$ cat config.mk
export PLATFORM = sky130hd
export DESIGN_NAME = hazard_ctrl
export DESIGN_NICKNAME = d
export VERILOG_FILES = /design/src/rtl/riscv_pkg.sv /design/src/rtl/hazard_ctrl_fwd_detect.sv /design/src/rtl/hazard_ctrl.sv
export SDC_FILE = /design/constraint.sdc
export NUM_CORES = 1
export LEC_CHECK = 0
export ABC_AREA = 0
export CORE_MARGIN = 5
export CORE_UTILIZATION = 47
export CTS_BUF_LIST = sky130_fd_sc_hd__clkbuf_8 sky130_fd_sc_hd__clkbuf_16
export DETAILED_ROUTE_END_ITERATION = 6
export PLACE_DENSITY = 0.82
export SLEW_MARGIN = 20
export SYNTH_ARGS = -nofsm -noshare
export SYNTH_HDL_FRONTEND = slang
export SYNTH_SLANG_ARGS = --single-unit
$ cat constraint.sdc
create_clock -name clk -period 5.3 [get_ports clk]
set_input_delay 1.59 -clock clk [delete_from_list [all_inputs] [get_ports clk]]
set_output_delay 1.59 -clock clk [all_outputs]
set_load 0.02 [all_outputs]
$ cat src/rtl/riscv_pkg.sv
// riscv_pkg: shared types for the RV32I pipeline hazard logic.
package riscv_pkg;
    typedef enum logic [1:0] {FWD_RD = 2'b00, FWD_W = 2'b01, FWD_M = 2'b10} fwd_sel_e;
    typedef enum logic [1:0] {HZ_RUN, HZ_MEM_WAIT, HZ_MEM_ERR} hz_state_e;
endpackage

$ cat src/rtl/hazard_ctrl_fwd_detect.sv
// fwd_detect: picks the forwarding source for one E-stage operand; M beats W, x0 never forwarded.
module fwd_detect
    import riscv_pkg::*;
(
    input  logic [4:0] rs,
    input  logic [4:0] rdm,
    input  logic [4:0] rdw,
    input  logic       regwritem,
    input  logic       regwritew,
    output fwd_sel_e   sel
);
    assign sel = (regwritem && rdm != 5'd0 && rdm == rs) ? FWD_M :
                 (regwritew && rdw != 5'd0 && rdw == rs) ? FWD_W : FWD_RD;
endmodule

$ cat src/rtl/hazard_ctrl.sv
// hazard_ctrl: forwarding selects, load-use stall, branch flush, dmem wait sequencer and perf counters.
module hazard_ctrl
    import riscv_pkg::*;
#(
    parameter int MEM_TIMEOUT = 16,
    parameter int CNT_W       = 32
) (
    input  logic             clk,
    input  logic             rst,
    input  logic [4:0]       Rs1D,
    input  logic [4:0]       Rs2D,
    input  logic [4:0]       Rs1E,
    input  logic [4:0]       Rs2E,
    input  logic [4:0]       RdE,
    input  logic [4:0]       RdM,
    input  logic [4:0]       RdW,
    input  logic             RegWriteM,
    input  logic             RegWriteW,
    input  logic             ResultSrcE0,
    input  logic             PCSrcE,
    input  logic             MemReqM,
    input  logic             MemReadyM,
    output logic [1:0]       ForwardAE,
    output logic [1:0]       ForwardBE,
    output logic             StallF,
    output logic             StallD,
    output logic             StallE,
    output logic             StallM,
    output logic             FlushD,
    output logic             FlushE,
    output logic             FlushW,
    output logic             mem_err,
    output logic [CNT_W-1:0] stall_cnt,
    output logic [CNT_W-1:0] flush_cnt
);
    localparam int WW = $clog2(MEM_TIMEOUT + 1);
    hz_state_e     state, state_n;
    logic [WW-1:0] wait_cnt, wait_n;
    logic          err_n;
    fwd_sel_e      fa, fb;
    logic          mem_stall, hold, load_use;

    fwd_detect u_fwd_a (.rs(Rs1E), .rdm(RdM), .rdw(RdW), .regwritem(RegWriteM), .regwritew(RegWriteW), .sel(fa));
    fwd_detect u_fwd_b (.rs(Rs2E), .rdm(RdM), .rdw(RdW), .regwritem(RegWriteM), .regwritew(RegWriteW), .sel(fb));

    // Freeze is combinational on the dmem handshake so the pipe never advances past a pending access.
    assign mem_stall = state != HZ_MEM_ERR && MemReqM && !MemReadyM;
    assign hold      = state == HZ_MEM_ERR || mem_stall;
    assign load_use  = ResultSrcE0 && RdE != 5'd0 && (RdE == Rs1D || RdE == Rs2D);

    assign ForwardAE = rst ? FWD_RD : fa;
    assign ForwardBE = rst ? FWD_RD : fb;
    assign StallF    = !rst && (hold || (!PCSrcE && load_use));
    assign StallD    = StallF;
    assign StallE    = !rst && hold;
    assign StallM    = StallE;
    assign FlushW    = StallE;
    assign FlushD    = !rst && !hold && PCSrcE;
    assign FlushE    = !rst && !hold && (PCSrcE || load_use);

    always_comb begin
        state_n = state;
        wait_n  = wait_cnt;
        err_n   = mem_err;
        case (state)
            HZ_RUN: if (mem_stall) begin
                state_n = HZ_MEM_WAIT;
                wait_n  = WW'(1);
            end
            HZ_MEM_WAIT: if (MemReadyM) begin
                state_n = HZ_RUN;
                wait_n  = '0;
            end else if (wait_cnt == WW'(MEM_TIMEOUT)) begin
                state_n = HZ_MEM_ERR;
                err_n   = 1'b1;
            end else begin
                wait_n = wait_cnt + WW'(1);
            end
            HZ_MEM_ERR: state_n = HZ_MEM_ERR;
            default: state_n = HZ_RUN;
        endcase
    end

    always_ff @(posedge clk) begin
        if (rst) begin
            state     <= HZ_RUN;
            wait_cnt  <= '0;
            mem_err   <= 1'b0;
            stall_cnt <= '0;
            flush_cnt <= '0;
        end else begin
            state     <= state_n;
            wait_cnt  <= wait_n;
            mem_err   <= err_n;
            stall_cnt <= stall_cnt + CNT_W'(StallF);
            flush_cnt <= flush_cnt + CNT_W'(FlushD);
        end
    end
endmodule

==> summary.txt <==
Floorplanning
  • Initial core utilization: 48.8%
  • Die Area: around 10000 um2
  • Die Y: about 100 um
  • Row cnt: 32
  • Die W: 100 um
  • Core area: approximately 7800 um2
  • Ports: around 120

Global route
  • First-pass GRT wire length: approximately 17000 um
  • Largest net degree at the start of global routing: 74
  • Met3 usage: under 10%
  • Met1 usage: between 20% and 30%
  • Routing usage on met2: between 30% and 40%
  • Vias in the first global route: about 3600
  • GRT Overall Usage: a little under 20%
  • GRT Residual Overflow: 0
  • Antenna violations before repair: 0
  • GR peak layer: met2

Placed design
  • Number of I/O port buffers: approximately 120
  • Dpl cells: approximately 670
  • Post-DP HPWL: 7410 um
  • Placer Congestion: ~0.86

Critical path
  • Reg-to-reg critical path startpoint: state[0]
  • Critical path type: in -> out
  • Max FO, Critical Path: 3
  • Startpoint Class: input port
  • Register-to-Register Setup Slack: between 1.5 and 2 ns
  • Worst Path Arrival: 3.49 ns
  • Worst Path Required: around 3.7 ns
  • Critical R2R Capture: flush_cnt[20]
  • FF-to-FF path depth: 11
  • Worst Setup End Kind: output port

Finish
  • Commonest non-fill, non-tap cell in the layout: clkdlybuf4s50_1
  • Final nets: between 600 and 700
  • Fillcell total: between 600 and 700
  • Number of diodes: 0
  • P&R area growth vs syn: 39.2%
  • Share of layout cells above drive strength 1: 6.84%
  • Most frequent cells in the layout: clkdlybuf4s50_1 (113), dfxtp_1 (72), a21oi_1 (42)
  • Non-Filler Instances: 687
  • Final Util: between 60% and 70%

Clock network
  • Clock buffer depth: 2
  • Insertion delay to the later sink of the worst-skew pair: between 0.3 and 0.4 ns
  • CTS tree: yes
  • Hold buffers post-CTS: 0
  • H-tree levels: 3
  • Num CTS Buffers: 9
  • CTS Sinks: between 70 and 80
  • Root buffer cell: clkbuf_8
  • Reg clk slew, reported paths: 0.07 ns

Drt
  • Via count: 3884
  • WL final: approximately 9900 um
  • Detailed Route Iter0 Violations: approximately 110
  • First-pass detailed-route iteration total: 4
  • Routed vias/inst: approximately 5.7
  • Antenna-violating nets left: 0
  • Drt wl/cell: 14.4 um
  • Residual DRC: 0

Timing
  • Hold Slack: 0.478 ns
  • Maximum clock frequency: around 0.2 GHz
  • Clock skew: between 0.01 and 0.015 ns
  • Final min period: a little over 5 ns
  • Final slew viol count: 0
  • RSZ-0062 raised after global routing: no
  • Fin. Hold Viols: 0
  • Sum Neg Setup Slack: 0 ns
  • Crit share post-route: 95.9%
  • Number of setup violations in the final report: 0
  • Slew Limit Headroom: between 40% and 50%
  • Worst Tran Pin Value: 0.780 ns

Synthesis
  • Sequential element share of the synthesized area: between 30% and 40%
  • Mapped Area: around 3800 um2
  • Synth unique cells: between 40 and 50
  • Synth Area per Inst: about 8.3 um2
  • Net count after synthesis: around 510
  • FF+latch count, synth: 72
  • Main synth FF type: dfxtp_1
  • Ys Warns: 0
  • Asr flop ratio synth: 0%
  • Cells after Synth: ~460
  • Post-synth EDFFs: 0

Min path
  • Worst hold-check path type: reg -> reg
  • Hold path start: mem_err
  • WHS Path Cells: 2
  • Hold path endpoint: mem_err

Outcome
  • Status: complete, no violations

Power
  • Final Power: roughly 1.1 mW
  • Worst VDD drop: between 0.0001 and 0.00015 V
  • Pwr Density: around 200 nW/um2
  • Lkg Pwr: roughly 1.8 nW

Flow run
  • Max Cap Viol: 0
## registers in the layout (all words and copies together) (netlist names)
| signal | count |
|---|---|
| mem_err | 1 |
| stall_cnt | 32 |
| state | 2 |
| wait_cnt | 5 |
| flush_cnt | 32 |
## synthesized netlist by cell type (2+ instances only)
| master | number | share of area, % |
|---|---|---|
| nor2_1 | 36 | 3.5 |
| or4_1 | 21 | 4.1 |
| buf_2 | 4 | 0.52 |
| clkbuf_1 | 12 | 1.2 |
| nand4_2 | 3 | 0.98 |
| a21oi_1 | 42 | 5.5 |
| and3_1 | 5 | 0.82 |
| nand3_1 | 25 | 3.3 |
| a22oi_1 | 3 | 0.59 |
| nand4_1 | 11 | 1.8 |
| or3_1 | 21 | 3.4 |
| dfxtp_1 | 72 | 38 |
| o31ai_1 | 14 | 2.8 |
| and4_1 | 9 | 2.1 |
| buf_4 | 3 | 0.59 |
| o21ai_0 | 29 | 3.8 |
| ha_1 | 6 | 2.0 |
| nor2b_1 | 8 | 1.3 |
| nand2_1 | 22 | 2.2 |
| clkbuf_2 | 2 | 0.26 |
| xor2_1 | 28 | 6.4 |
| nor3_1 | 13 | 1.7 |
| nand4b_1 | 2 | 0.46 |
| xnor2_1 | 23 | 5.3 |
| or4_4 | 2 | 0.59 |
| mux2_2 | 2 | 0.59 |
| nor4_1 | 9 | 1.5 |
| inv_1 | 13 | 1.3 |
## through the flow
stage,setup slack (ns),instance area [um2]
after global placement,-0.111,5130
after CTS,0.0145,5310
after global routing,0.0608,5310
after floorplan,0.482,3810
final,0.217,5310
after detailed placement,-0.159,5130
## routing by layer
| metal | share of wire, % | vias up |
|---|---|---|
| met2 | 49 | 113 |
| met3 | 6.8 | 16 |
| met1 | 42 | 1825 |
| met4 | 2.0 | 0 |
| met5 | 0 | - |
| li1 | - | 1930 |
## cell type report
cell class              count  area, um2  area share (%)
clock inverters             7       56.3            1.06
clock buffers               9        124            2.33
repair buffers            133       1280            24.2
multi-input cells         351       2230            41.9
flip-flops and latches     72       1440            27.2
inverters                  13       48.8           0.919
well taps                 102        128            2.40
## power breakdown
part	leakage, nW	total, mW	switching, mW	internal [mW]
clock	0.107	0.410	0.200	0.210
sequential	0.580	0.546	0.00228	0.543
combinational	1.09	0.110	0.0492	0.0605
## worst max-delay path, cell delays in order
cell and delay [ns]:
clkdlybuf4s50_1 0.43, or4_1 0.51, o21ai_1 0.18, buf_4 0.15, nor3_1 0.05, nor3_1 0.21, dlygate4sd2_1 0.37
## logic make-up (layout without fill, tap and decap cells)
family          after synthesis  count (layout)  share of synthesized area [%]
compound gates               94              94                           13.9
xor+xnor                     51              51                           11.7
fa+ha+maj                     6               6                           1.97
buf+inv                      34             162                           3.84
flops                        72              72                           37.8
mux                           2               2                          0.591
simple gates                198             198                           30.2
## worst max-delay path by stage
stage | startpoint | endpoint | cells past startpoint
2_1_floorplan | RdM[0] | ForwardBE[0] | 4
3_3_place_gp | RdM[3] | ForwardAE[0] | 7
3_5_place_dp | RdM[3] | ForwardAE[0] | 7
4_1_cts | RdE[0] | StallD | 6
5_1_grt | RdM[0] | ForwardAE[0] | 7
6_report | RdM[3] | ForwardAE[0] | 7
## what timing repair did
item	CTS	global route
hold endpoints to repair	0	0
setup buffers	0	0
setup endpoints to repair	3	3
gates resized for setup	3	5
pin swaps	0	0
(Power assumes the default switching activity.)
